File: config.mk
export PLATFORM = sky130hd
export DESIGN_NAME = mac_unit_sequencer
export DESIGN_NICKNAME = d
export VERILOG_FILES = /design/src/rtl/mac_pkg.sv /design/src/rtl/mac_index_counter.sv /design/src/rtl/mac_unit_sequencer.sv
export SDC_FILE = /design/constraint.sdc
export NUM_CORES = 1
export LEC_CHECK = 0
export BUFFER_PORTS_ARGS = -buffer_cell sky130_fd_sc_hd__buf_2
export CORE_MARGIN = 5
export CORE_UTILIZATION = 45
export CTS_CLUSTER_DIAMETER = 30
export DETAILED_ROUTE_END_ITERATION = 8
export HOLD_SLACK_MARGIN = 0.02
export PLACE_DENSITY = 0.86
export SLEW_MARGIN = 20
export SYNTH_ARGS = -nofsm -noshare
export SYNTH_HDL_FRONTEND = slang
export SYNTH_SLANG_ARGS = --single-unit
File: constraint.sdc
create_clock -name clk -period 4.3 [get_ports clk]
set_input_delay 0.86 -clock clk [delete_from_list [all_inputs] [get_ports clk]]
set_output_delay 0.86 -clock clk [all_outputs]
set_load 0.005 [all_outputs]
File: src/rtl/mac_pkg.sv
// rtl/mac_pkg.sv - shared state encoding and command modes for the MAC unit sequencer
package mac_pkg;

  typedef enum logic [2:0] {
    IDLE,
    LOAD,
    PRIME,
    RUN,
    DRAIN,
    OUT
  } seq_state_t;

  localparam logic MODE_LOAD = 1'b0;
  localparam logic MODE_RUN  = 1'b1;

endpackage

File: src/rtl/mac_index_counter.sv
// rtl/mac_index_counter.sv - element index k with last-element flag and next address
module mac_index_counter #(
  parameter int ADDR_BITS = 8,
  parameter int LEN_BITS  = 9
) (
  input  logic                 clk,
  input  logic                 rst,
  input  logic                 clear_i,
  input  logic                 inc_i,
  input  logic [LEN_BITS-1:0]  len_i,
  output logic [ADDR_BITS-1:0] addr_o,
  output logic [ADDR_BITS-1:0] next_addr_o,
  output logic                 last_o
);

  // One spare bit so a full-depth vector never wraps k back to zero.
  localparam int K_BITS = ADDR_BITS + 1;

  logic [K_BITS-1:0] k_q, k_d;
  logic [K_BITS-1:0] len_m1;

  assign len_m1 = K_BITS'(len_i) - K_BITS'(1);

  always_comb begin
    k_d = k_q;
    if (clear_i) begin
      k_d = '0;
    end else if (inc_i) begin
      k_d = k_q + K_BITS'(1);
    end
  end

  always_ff @(posedge clk) begin
    if (rst) begin
      k_q <= '0;
    end else begin
      k_q <= k_d;
    end
  end

  assign last_o = (k_q == len_m1);
  assign addr_o = k_q[ADDR_BITS-1:0];
  // Hold on the final element so no address past len-1 is ever issued.
  assign next_addr_o = last_o ? k_q[ADDR_BITS-1:0] : k_q[ADDR_BITS-1:0] + ADDR_BITS'(1);

endmodule

File: src/rtl/mac_unit_sequencer.sv
// rtl/mac_unit_sequencer.sv - drives one MAC hidden unit for weight load and dot-product runs
module mac_unit_sequencer
  import mac_pkg::*;
#(
  parameter int DATA_WIDTH  = 32,
  parameter int BRAM_DEPTH  = 256,
  parameter int W_ADDR_BITS = $clog2(BRAM_DEPTH),
  parameter int LEN_BITS    = $clog2(BRAM_DEPTH + 1)
) (
  input  logic                   clk,
  input  logic                   rst,
  input  logic                   cfg_start,
  input  logic                   cfg_mode,
  input  logic [LEN_BITS-1:0]    cfg_len,
  output logic                   cfg_err,
  output logic                   busy,
  output logic                   done,
  input  logic                   s_valid,
  output logic                   s_ready,
  input  logic [DATA_WIDTH-1:0]  s_data,
  output logic                   u_clear,
  output logic                   u_enable,
  output logic                   u_write_enable,
  output logic [W_ADDR_BITS-1:0] u_address,
  output logic [DATA_WIDTH-1:0]  u_data,
  input  logic [DATA_WIDTH-1:0]  u_result,
  output logic                   m_valid,
  input  logic                   m_ready,
  output logic [DATA_WIDTH-1:0]  m_data
);

  seq_state_t            state_q;
  logic [LEN_BITS-1:0]   len_q;
  logic [DATA_WIDTH-1:0] m_data_q;
  logic                  cfg_err_q;

  logic                   len_ok, accept, fire, last;
  logic [W_ADDR_BITS-1:0] k_addr, k_next_addr;

  assign len_ok = (cfg_len != '0) &&
                  ({1'b0, cfg_len} <= (LEN_BITS + 1)'(BRAM_DEPTH));
  assign accept = (state_q == IDLE) && cfg_start && len_ok;
  assign fire   = s_valid && s_ready;

  mac_index_counter #(
    .ADDR_BITS (W_ADDR_BITS),
    .LEN_BITS  (LEN_BITS)
  ) u_index (
    .clk         (clk),
    .rst         (rst),
    .clear_i     (accept),
    .inc_i       (fire),
    .len_i       (len_q),
    .addr_o      (k_addr),
    .next_addr_o (k_next_addr),
    .last_o      (last)
  );

  always_ff @(posedge clk) begin
    if (rst) begin
      state_q   <= IDLE;
      len_q     <= '0;
      m_data_q  <= '0;
      cfg_err_q <= 1'b0;
    end else begin
      cfg_err_q <= (state_q == IDLE) && cfg_start && !len_ok;
      unique case (state_q)
        IDLE: if (accept) begin
          len_q   <= cfg_len;
          state_q <= (cfg_mode == MODE_RUN) ? PRIME : LOAD;
        end
        LOAD:  if (fire && last) state_q <= IDLE;
        PRIME: state_q <= RUN;
        RUN:   if (fire && last) state_q <= DRAIN;
        // Accumulator has absorbed the last product by now.
        DRAIN: begin
          m_data_q <= u_result;
          state_q  <= OUT;
        end
        OUT:     if (m_ready) state_q <= IDLE;
        default: state_q <= IDLE;
      endcase
    end
  end

  always_comb begin
    s_ready        = (state_q == LOAD) || (state_q == RUN);
    u_clear        = (state_q == PRIME);
    u_enable       = (state_q == RUN) && fire;
    u_write_enable = (state_q == LOAD) && fire;
    u_data         = s_ready ? s_data : '0;
    u_address      = '0;
    // In RUN the address leads k on a fire so W[k+1] is read in time for the next beat.
    if (state_q == LOAD) begin
      u_address = k_addr;
    end else if (state_q == RUN) begin
      u_address = fire ? k_next_addr : k_addr;
    end
  end

  assign busy    = (state_q != IDLE);
  assign m_valid = (state_q == OUT);
  assign m_data  = m_data_q;
  assign cfg_err = cfg_err_q;
  assign done    = ((state_q == LOAD) && fire && last) || ((state_q == OUT) && m_ready);

endmodule

== After elaboration in Yosys (flattened, before gate mapping) ==
Cells that the tools add are included.

* $add $sub $neg: 3
* Magnitude comparators: 1
* Equal/unequal tests: 10
* Mux-type cells: 11
* Reductions and logical operators: 19

{| class="wikitable"
|+ Operators with widths
! cell !! count
|-
| two-way mux 32 bit || 1
|-
| two-way mux 8 bit || 4
|-
| case mux 3 bit (6 select lines) || 1
|-
| two-way mux 3 bit || 4
|-
| logical AND 1 bit || 10
|-
| adder 9 x 1 -> 9 bit, second input constant || 1
|-
| equality test 9 bit || 1
|-
| less-or-equal comparator 9 bit, second input constant || 1
|-
| nonzero test 9 bit || 1
|-
| subtractor 9 x 1 -> 9 bit, second input constant || 1
|-
| adder 8 x 1 -> 8 bit, second input constant || 1
|-
| equality test 3 x 2 -> 1 bit, second input constant || 2
|-
| equality test 3 bit, second input constant || 2
|-
| inequality test 2 bit, second input constant || 3
|-
| AND reduction 4 bit || 1
|-
| equality test 3 x 1 -> 1 bit, second input constant || 1
|-
| zero test 3 bit || 1
|-
| nonzero test 3 bit || 1
|-
| logical OR 1 bit || 2
|-
| two-way mux 2 bit || 1
|-
| inequality test 2 x 1 -> 1 bit, second input constant || 1
|-
| AND reduction 2 bit || 1
|-
| OR reduction 2 bit || 1
|-
| zero test 1 bit || 1
|}

* Bits in registers: 54
* Input port bits: 79
* Output and inout bits: 80
* Word-level logic and storage cells: 49

== Logic depth before layout (Yosys ltp) ==
Gate-level depths: netlist of run 1.

* Depth in word-level cells: 6
* Depth in mapped cells: 10
* Gate-level depth less buffers: 8

== Modules after synthesis ==
A second synthesis of run 1 with hierarchy kept.

* Cells, all modules: 399
* Area, all modules: 3062.9 sq um

{| class="wikitable"
|+ Modules (own cells, without submodules)
! module !! instances !! cells an instance !! area an instance (sq um) !! seq. area each (sq um)
|-
| mac_unit_sequencer || 1 || 290 || 2173.3 || 900.9
|-
| mac_index_counter || 1 || 109 || 889.6 || 180.2
|}

== Least setup slack after synthesis of run 1 ==
No wires, ideal clock.

* Path kind: flip-flop to output port
* Start: reg len_q[0]
* End: out u_address[0]
* Arrival time: 2107 ps
* Required time: 3440 ps
* Setup slack: 1333 ps
* Cell stages (with the launch flop): 11
* Path buffers: 2
* Path through: dfxtp_1 inv_1 ha_1 buf_2 o21ba_2 a221oi_1 o2111ai_1 a221oi_2 buf_2 a21oi_1 mux2i_1

* Word-level cells in the longest chain between the ends: 6

{| class="wikitable"
|+ Ends and longest elaborated chain
! item !! line !! text
|-
| from (decl) || mac_unit_sequencer.sv:33 || <nowiki>logic [LEN_BITS-1:0] len_q;</nowiki>
|-
| from (signal assigned) || mac_unit_sequencer.sv:69 || <nowiki>len_q <= cfg_len;</nowiki>
|-
| subtractor 9 x 1 -> 9 bit || mac_index_counter.sv:22 || <nowiki>assign len_m1 = K_BITS'(len_i) - K_BITS'(1);</nowiki>
|-
| equality test 9 bit || mac_index_counter.sv:41 || <nowiki>assign last_o = (k_q == len_m1);</nowiki>
|-
| two-way mux 8 bit || mac_index_counter.sv:44 || <nowiki>assign next_addr_o = last_o ? k_q[ADDR_BITS-1:0] : k_q[ADDR_BITS-1:0] + ADDR_BITS'(1);</nowiki>
|-
| two-way mux 8 bit || mac_unit_sequencer.sv:97 || <nowiki>u_address = fire ? k_next_addr : k_addr;</nowiki>
|-
| two-way mux 8 bit || mac_unit_sequencer.sv:96 || <nowiki>end else if (state_q == RUN) begin</nowiki>
|-
| two-way mux 8 bit || mac_unit_sequencer.sv:94 || <nowiki>if (state_q == LOAD) begin</nowiki>
|-
| to (decl) || mac_unit_sequencer.sv:24 || <nowiki>output logic [W_ADDR_BITS-1:0] u_address,</nowiki>
|}

No other way between the ends.

== Final worst setup path of run 1 ==
* Start: reg len_q[0]
* End: out u_address[1]

Same word-level chain as after synthesis.

==> results.toml, run 1 <==
[drt]
maxUsedRoutingLayer = "met4"
drtPass1Iterations = 6
dr_wl_met3_um = 689
drtIter0Drc = 147
drc_errors = 0
avgRoutedWirePerCell_um = 13.70
postRouteAntennaNets = 0
via_per_inst = 5.141
wl_met1_mm = 3.354
routed_wl_mm = 8.273
wl_met2_mm = 4.115
dr_total_vias = 3105

[setup_path]
cp_max_fo = 11
rr_worst_depth = 8
critPathKind = "reg2out"
regToRegEndpoint = "state_q[1]$_SDFFE_PP0P_"
startpoint_type = "register"
reg2reg_setup_slack_ns = 1.71
cp.arrival_ns = 2.95
crit_required_ns = 3.44
crit-reg2reg-launch = "len_q[0]$_SDFFE_PP0P_"
startpoint = "len_q[0]$_SDFFE_PP0P_"
worst_setup_path_end_kind = "primary output"

[synthesis]
synth_most_common_cell = "nand2_1"
syn_inst = 387
synth_flop_cell = "dfxtp_1"
ys_ff_latch = 54
synth_cell_types = 43
synth_edf_count = 0
yosys.area.top_type = "dfxtp_1"
synth_nets = 468
syn_area_per_cell_um2 = 7.582
synth_area_leaders = "dfxtp_1 (37%), nand2_1 (11%), and2_1 (7.5%), a21oi_1 (6.7%), mux2i_1 (5.5%)"
yosys_warnings = 0
syn_area_um2 = 2934
synthTopCellsByCount = "nand2_1 (86), dfxtp_1 (54), a21oi_1 (39)"
ys_async_sr_fraction_pct = 0
synth.yosys.seq_area_share_pct = 36.84
yosysTopAreaCellShare_pct = 36.84

[global_routing]
grt_usage_pct = 19.32
antenna_found_initial = 0
grt_pass1_vias = 3020
gr-total-overflow = 0
grt_max_degree = 55
grt_pass1_wl_mm = 13.67

[timing]
tightest_slew_ns = 1.014
timing.slew.headroom_pct = 32.27
rsz0062_at_grt = "no"
finalCritPeriodShare_pct = 88.61
hold_violations = 0
fin_hold_ws_ns = 0.4550
tns_ns = 0
period_minus_slack_ns = 3.810
finalSetupViolCount = 0
fin_skew_ns = 0.009784
fmax_mhz = 262.4
final_max_slew_viol_count = 0

[placement]
placed_cell_area_um2 = 3714
io_buffers = 158
gp_congestion = 0.8824
dp_hpwl_mm = 6.432

[clock_network]
holdBufCountCts = 0
clk_pin_slew_ns = 0.10
root_buffer = "clkbuf_8"
cts_setup_buffers = 0
cts_tree = "done"
htree_levels = 2
ctsResizeCount = 0
clock_sinks = 54
clk_latency_ns = 0.30
cts.path.max_buffers = 2
cts_made_buffers = 5

[die]
die_h_um = 90.75
pin_count = 159
die_w_um = 90.75
num_rows = 29
core-area_um2 = 6350
die_area_um2 = 8235
initial_core_util_pct = 46.21

[power_and_ir_drop]
leakage_nw = 1.809
power_mw = 1.010
max-vdd-ir-drop_uv = 162.8
powerDensity_nw_per_um2 = 263.9

[finish]
drive_gt1_share_pct = 33.59
diodes = 0
fin_util_pct = 60.30
nNetsFinal = 607
synthToLayoutAreaGrowth_pct = 30.49
final_cell_area_um2 = 3829

[min_path]
hp-start = "m_data[0]$_SDFFE_PP0N_"
holdPathStages = 2
hp-class = "reg2reg"
min_to = "m_data[0]$_SDFFE_PP0N_"

[outcome]
status = "finished, final reports clean"

[job]
max_cap_violations = 0
-- layer usage --
metal	vias up	GRT usage (%)
li1	1574	-
met1	1398	22.68
met2	123	32.14
met3	10	6.000
met4	0	8.437
met5	-	0
-- layout by cell type, fill, tap and decap left out, types with 4 or more instances in the layout --
cell,count
clkbuf_8,6
and2_1,35
nor2_1,27
nand3_1,11
o21ai_0,9
nor3_1,7
buf_2,158
xnor2_1,6
inv_1,6
a31oi_1,4
a21oi_1,39
nand2_1,86
xor2_1,11
nand2b_1,7
mux2i_1,16
dfxtp_1,54
and3_1,4
a211oi_1,6
-- kinds of logic (layout without fill, tap and decap cells) --
kind of cell               Yosys count  in the layout  share of synthesized area [%]
and+or+nand+nor                    191            191                          31.09
buffers and inverters               34            174                          5.117
xor gates and xnor gates            18             18                          5.842
muxes                               16             16                          5.458
AOI/OAI and AO/OA                   72             72                          14.80
adders and majority gates            2              2                         0.8527
DFF                                 54             54                          36.84
-- worst max-delay path, cell delays in order, from the launching register on --
cell and delay, ns:
dfxtp_1 0.45, inv_1 0.07, ha_1 0.32, o21ba_2 0.24, a221oi_1 0.34, o2111ai_1 0.22
a221oi_4 0.46, a21oi_1 0.21, mux2i_1 0.19, buf_2 0.13
-- area by class of cell --
cell class / count / area [um^2]
fill: 560 / 2521
sequential: 54 / 1081
inverter: 6 / 22.52
tap: 77 / 96.34
clock buffer: 6 / 82.58
timing repair buffer: 160 / 805.8
multi-input combinational: 299 / 1724
clock inverter: 2 / 16.27
-- per-stage QoR --
| stage | instances | setup slack (ns) |
|---|---|---|
| CTS | 604 | 0.3072 |
| detailed placement | 596 | 0.6454 |
| floorplan | 387 | 1.333 |
| finish | 604 | 0.4897 |
| global route | 604 | 0.1799 |
| global placement | 596 | 0.8564 |
-- worst max path at each step --
stage,slack (ns),depth (start not counted),endpoint
3_5_place_dp,0.65,9,u_address[1]
3_3_place_gp,0.86,9,u_address[0]
5_1_grt,0.18,9,u_address[1]
4_1_cts,0.31,9,u_address[1]
2_1_floorplan,1.33,10,u_address[0]
6_report,0.49,9,u_address[1]
-- flip-flops by register name, summed over array words and instances, names as in the netlist --
name / flops
state_q: 3
cfg_err: 1
u_index.k_q: 9
m_data: 32
len_q: 9
-- power breakdown --
part           switching (mW)  internal, mW
Combinational           0.101        0.0900
Clock                   0.166         0.133
Sequential             0.0139         0.507
Total                   0.280         0.730
Note: power is estimated with default switching activity, not from simulation.
==> run 2, diff against run 1 <==
--- a/config.mk
+++ b/config.mk
@@ -11,8 +11,9 @@
 export CTS_CLUSTER_DIAMETER = 30
 export DETAILED_ROUTE_END_ITERATION = 8
 export HOLD_SLACK_MARGIN = 0.02
-export PLACE_DENSITY = 0.86
+export PLACE_DENSITY = 0.85
 export SLEW_MARGIN = 20
 export SYNTH_ARGS = -nofsm -noshare
 export SYNTH_HDL_FRONTEND = slang
+export SYNTH_HIERARCHICAL = 1
 export SYNTH_SLANG_ARGS = --single-unit
==> results.toml, run 2 <==
[outcome]
status = "finished, final reports clean"

[setup_path]
critPathMaxStageDelay_ns = 0.61
cp_max_fo = 9
critPathCapture = "u_address[6]"
startpoint = "len_q[0]$_SDFFE_PP0P_"
critPathTopFamily = "compound AO/OA/AOI/OAI gates"
path_cells = "inv_1, ha_1, nand2b_1, a211oi_1, nor3_1, a2111oi_4, nand2b_1, xnor2_1, nand3_1, a21oi_1, buf_2"
regToRegEndpoint = "state_q[1]$_SDFFE_PP0P_"
critPathBufInv = 2
cp.arrival_ns = 2.90
crit-reg2reg-launch = "len_q[0]$_SDFFE_PP0P_"
slowest_stage = "a2111oi_4"
critPathKind = "reg2out"
worst_setup_path_end_kind = "primary output"
worst-path-stages = 11
crit_required_ns = 3.44
startpoint_type = "register"
reg2reg_setup_slack_ns = 1.35
worst_path_most_repeated_cell = "nand2b_1"
rr_worst_depth = 10

[finish]
largest_register_ff_count = 32
final_common_cell = "buf_2"
final_cell_area_um2 = 3897
drive_gt1_share_pct = 33.71
nNetsFinal = 611
fillers = 642
most-common-layout-cells = "buf_2 (158), nand2_1 (84), dfxtp_1 (54)"
synthToLayoutAreaGrowth_pct = 27.25
diodes = 0

[global_routing]
busiest_layer = "met2"
grt.met3_usage_pct = 3.981
grt_pass1_vias = 2933
use_met2_pct = 36.44
gr-total-overflow = 0
antenna_found_initial = 0
grt_usage_pct = 19.25
grt_pass1_wl_mm = 13.65
grt_max_degree = 56
gr-usage-met1_pct = 21.81

[die]
num_rows = 30
die_h_um = 92.50
die_w_um = 92.50
initial_core_util_pct = 45.59
core-area_um2 = 6719
die_area_um2 = 8556
pin_count = 159

[synthesis]
syn_inst = 399
synth_nets = 480
synth_flop_cell = "dfxtp_1"
syn_area_um2 = 3063
ys_ff_latch = 54
synth_cell_types = 48
synth.yosys.seq_area_share_pct = 35.29
yosys.area.top_type = "dfxtp_1"
ys_async_sr_fraction_pct = 0
synth_area_leaders = "dfxtp_1 (35%), nand2_1 (10%), a21oi_1 (7.4%), and2_1 (7.1%), nand2b_1 (5.3%)"
synth_most_common_cell = "nand2_1"
synthTopCellsByCount = "nand2_1 (84), dfxtp_1 (54), a21oi_1 (45)"
synth_edf_count = 0
yosysTopAreaCellShare_pct = 35.29
syn_area_per_cell_um2 = 7.677
yosys_warnings = 6

[timing]
fin_skew_ns = 0.009489
final_max_slew_viol_count = 0
period_minus_slack_ns = 3.762
finalSetupViolCount = 0
rsz0062_at_grt = "no"
tightest_slew_ns = 1.064
tns_ns = 0
hold_violations = 0
fmax_mhz = 265.8
finalCritPeriodShare_pct = 87.49
timing.slew.headroom_pct = 29.09

[clock_network]
cts_setup_buffers = 0
ctsResizeCount = 0
clock_sinks = 54
htree_levels = 2
holdBufCountCts = 0
cts_made_buffers = 5
cts_tree = "done"
root_buffer = "clkbuf_8"
clk_pin_slew_ns = 0.10
clk_latency_ns = 0.31
cts.path.max_buffers = 2

[drt]
drtPass1Iterations = 4
drtIter0Drc = 101
dr_total_vias = 3095
via_per_inst = 5.065
routed_wl_mm = 8.660
postRouteAntennaNets = 0
drc_errors = 0
avgRoutedWirePerCell_um = 14.17

[power_and_ir_drop]
leakage_nw = 1.773
swShare_pct = 26.29
intPower_mw = 0.7124
powerDensity_nw_per_um2 = 248.0
p_seq_share_pct = 53.7
power.switching_mw = 0.2541
max-vdd-ir-drop_uv = 137.1
pwr-share-clk_pct = 31.6
power.share.combinational_pct = 14.6

[placement]
placed_cell_area_um2 = 3794
io_buffers = 158
dp_hpwl_mm = 6.702
gp_congestion = 0.8724

[job]
max_cap_violations = 0

[min_path]
hp-class = "reg2reg"
## run 2: worst min path at each step
stage | startpoint | end | slack [ns] | depth (start not counted)
after CTS | m_data[31]$_SDFFE_PP0N_ | m_data[31]$_SDFFE_PP0N_ | 0.46 | 2
after detailed placement | m_data[31]$_SDFFE_PP0N_ | m_data[31]$_SDFFE_PP0N_ | 0.44 | 2
after global routing | m_data[13]$_SDFFE_PP0N_ | m_data[13]$_SDFFE_PP0N_ | 0.48 | 2
after global placement | m_data[30]$_SDFFE_PP0N_ | m_data[30]$_SDFFE_PP0N_ | 0.44 | 2
after floorplan | m_data[0]$_SDFFE_PP0N_ | m_data[0]$_SDFFE_PP0N_ | 0.45 | 2
final | m_data[31]$_SDFFE_PP0N_ | m_data[31]$_SDFFE_PP0N_ | 0.46 | 2
## run 2: cell type report
class                   instances  area (um^2)  area share, %
multi-input cells             303         1793          46.00
flip-flops and latches         54         1081          27.74
repair buffers                159        798.3          20.48
well taps                      80        100.1          2.568
clock buffers                   6        82.58          2.119
inverters                       7        26.28         0.6742
clock inverters                 2        16.27         0.4173
## run 2: cell families after synthesis
family	count (synthesis)	share of synthesized area (%)
and+or+nand+nor	207	34.89
AOI/OAI and AO/OA	57	11.32
DFF	54	35.29
buffers and inverters	42	6.413
xor gates and xnor gates	24	6.863
muxes	13	4.412
adders and majority gates	2	0.8169
## run 2: layer usage
metal,vias up,wire length [um]
met5,-,0
met1,1414,3434
met4,0,41
li1,1561,-
met3,4,658
met2,116,4525
## run 2: worst min-delay path, cell delays in order (launching register included)
cell and delay, ns:
dfxtp_1 0.32, nand2_1 0.05, a21oi_1 0.05
## run 2: power groups by stage
stage	sequential (mW)	combinational, mW	clock (mW)
6_report	0.519	0.142	0.306
5_1_grt	0.521	0.156	0.343
4_1_cts	0.519	0.143	0.320
3_5_place_dp	0.530	0.142	0
3_3_place_gp	0.529	0.138	0
2_1_floorplan	0.525	0.0834	0
## run 2: metrics by stage
step / setup slack [ns] / instances / utilization [%] / hold WS [ns] / power [mW]
4_1_cts: 0.5526 / 611 / 57.93 / 0.4600 / 0.9817
5_1_grt: 0.3160 / 611 / 58.01 / 0.4783 / 1.020
6_report: 0.5379 / 611 / 58.01 / 0.4577 / 0.9665
3_3_place_gp: 1.021 / 603 / 56.46 / 0.4387 / 0.6671
3_5_place_dp: 0.9219 / 603 / 56.46 / 0.4446 / 0.6717
2_1_floorplan: 1.309 / 399 / - / 0.4527 / 0.6081
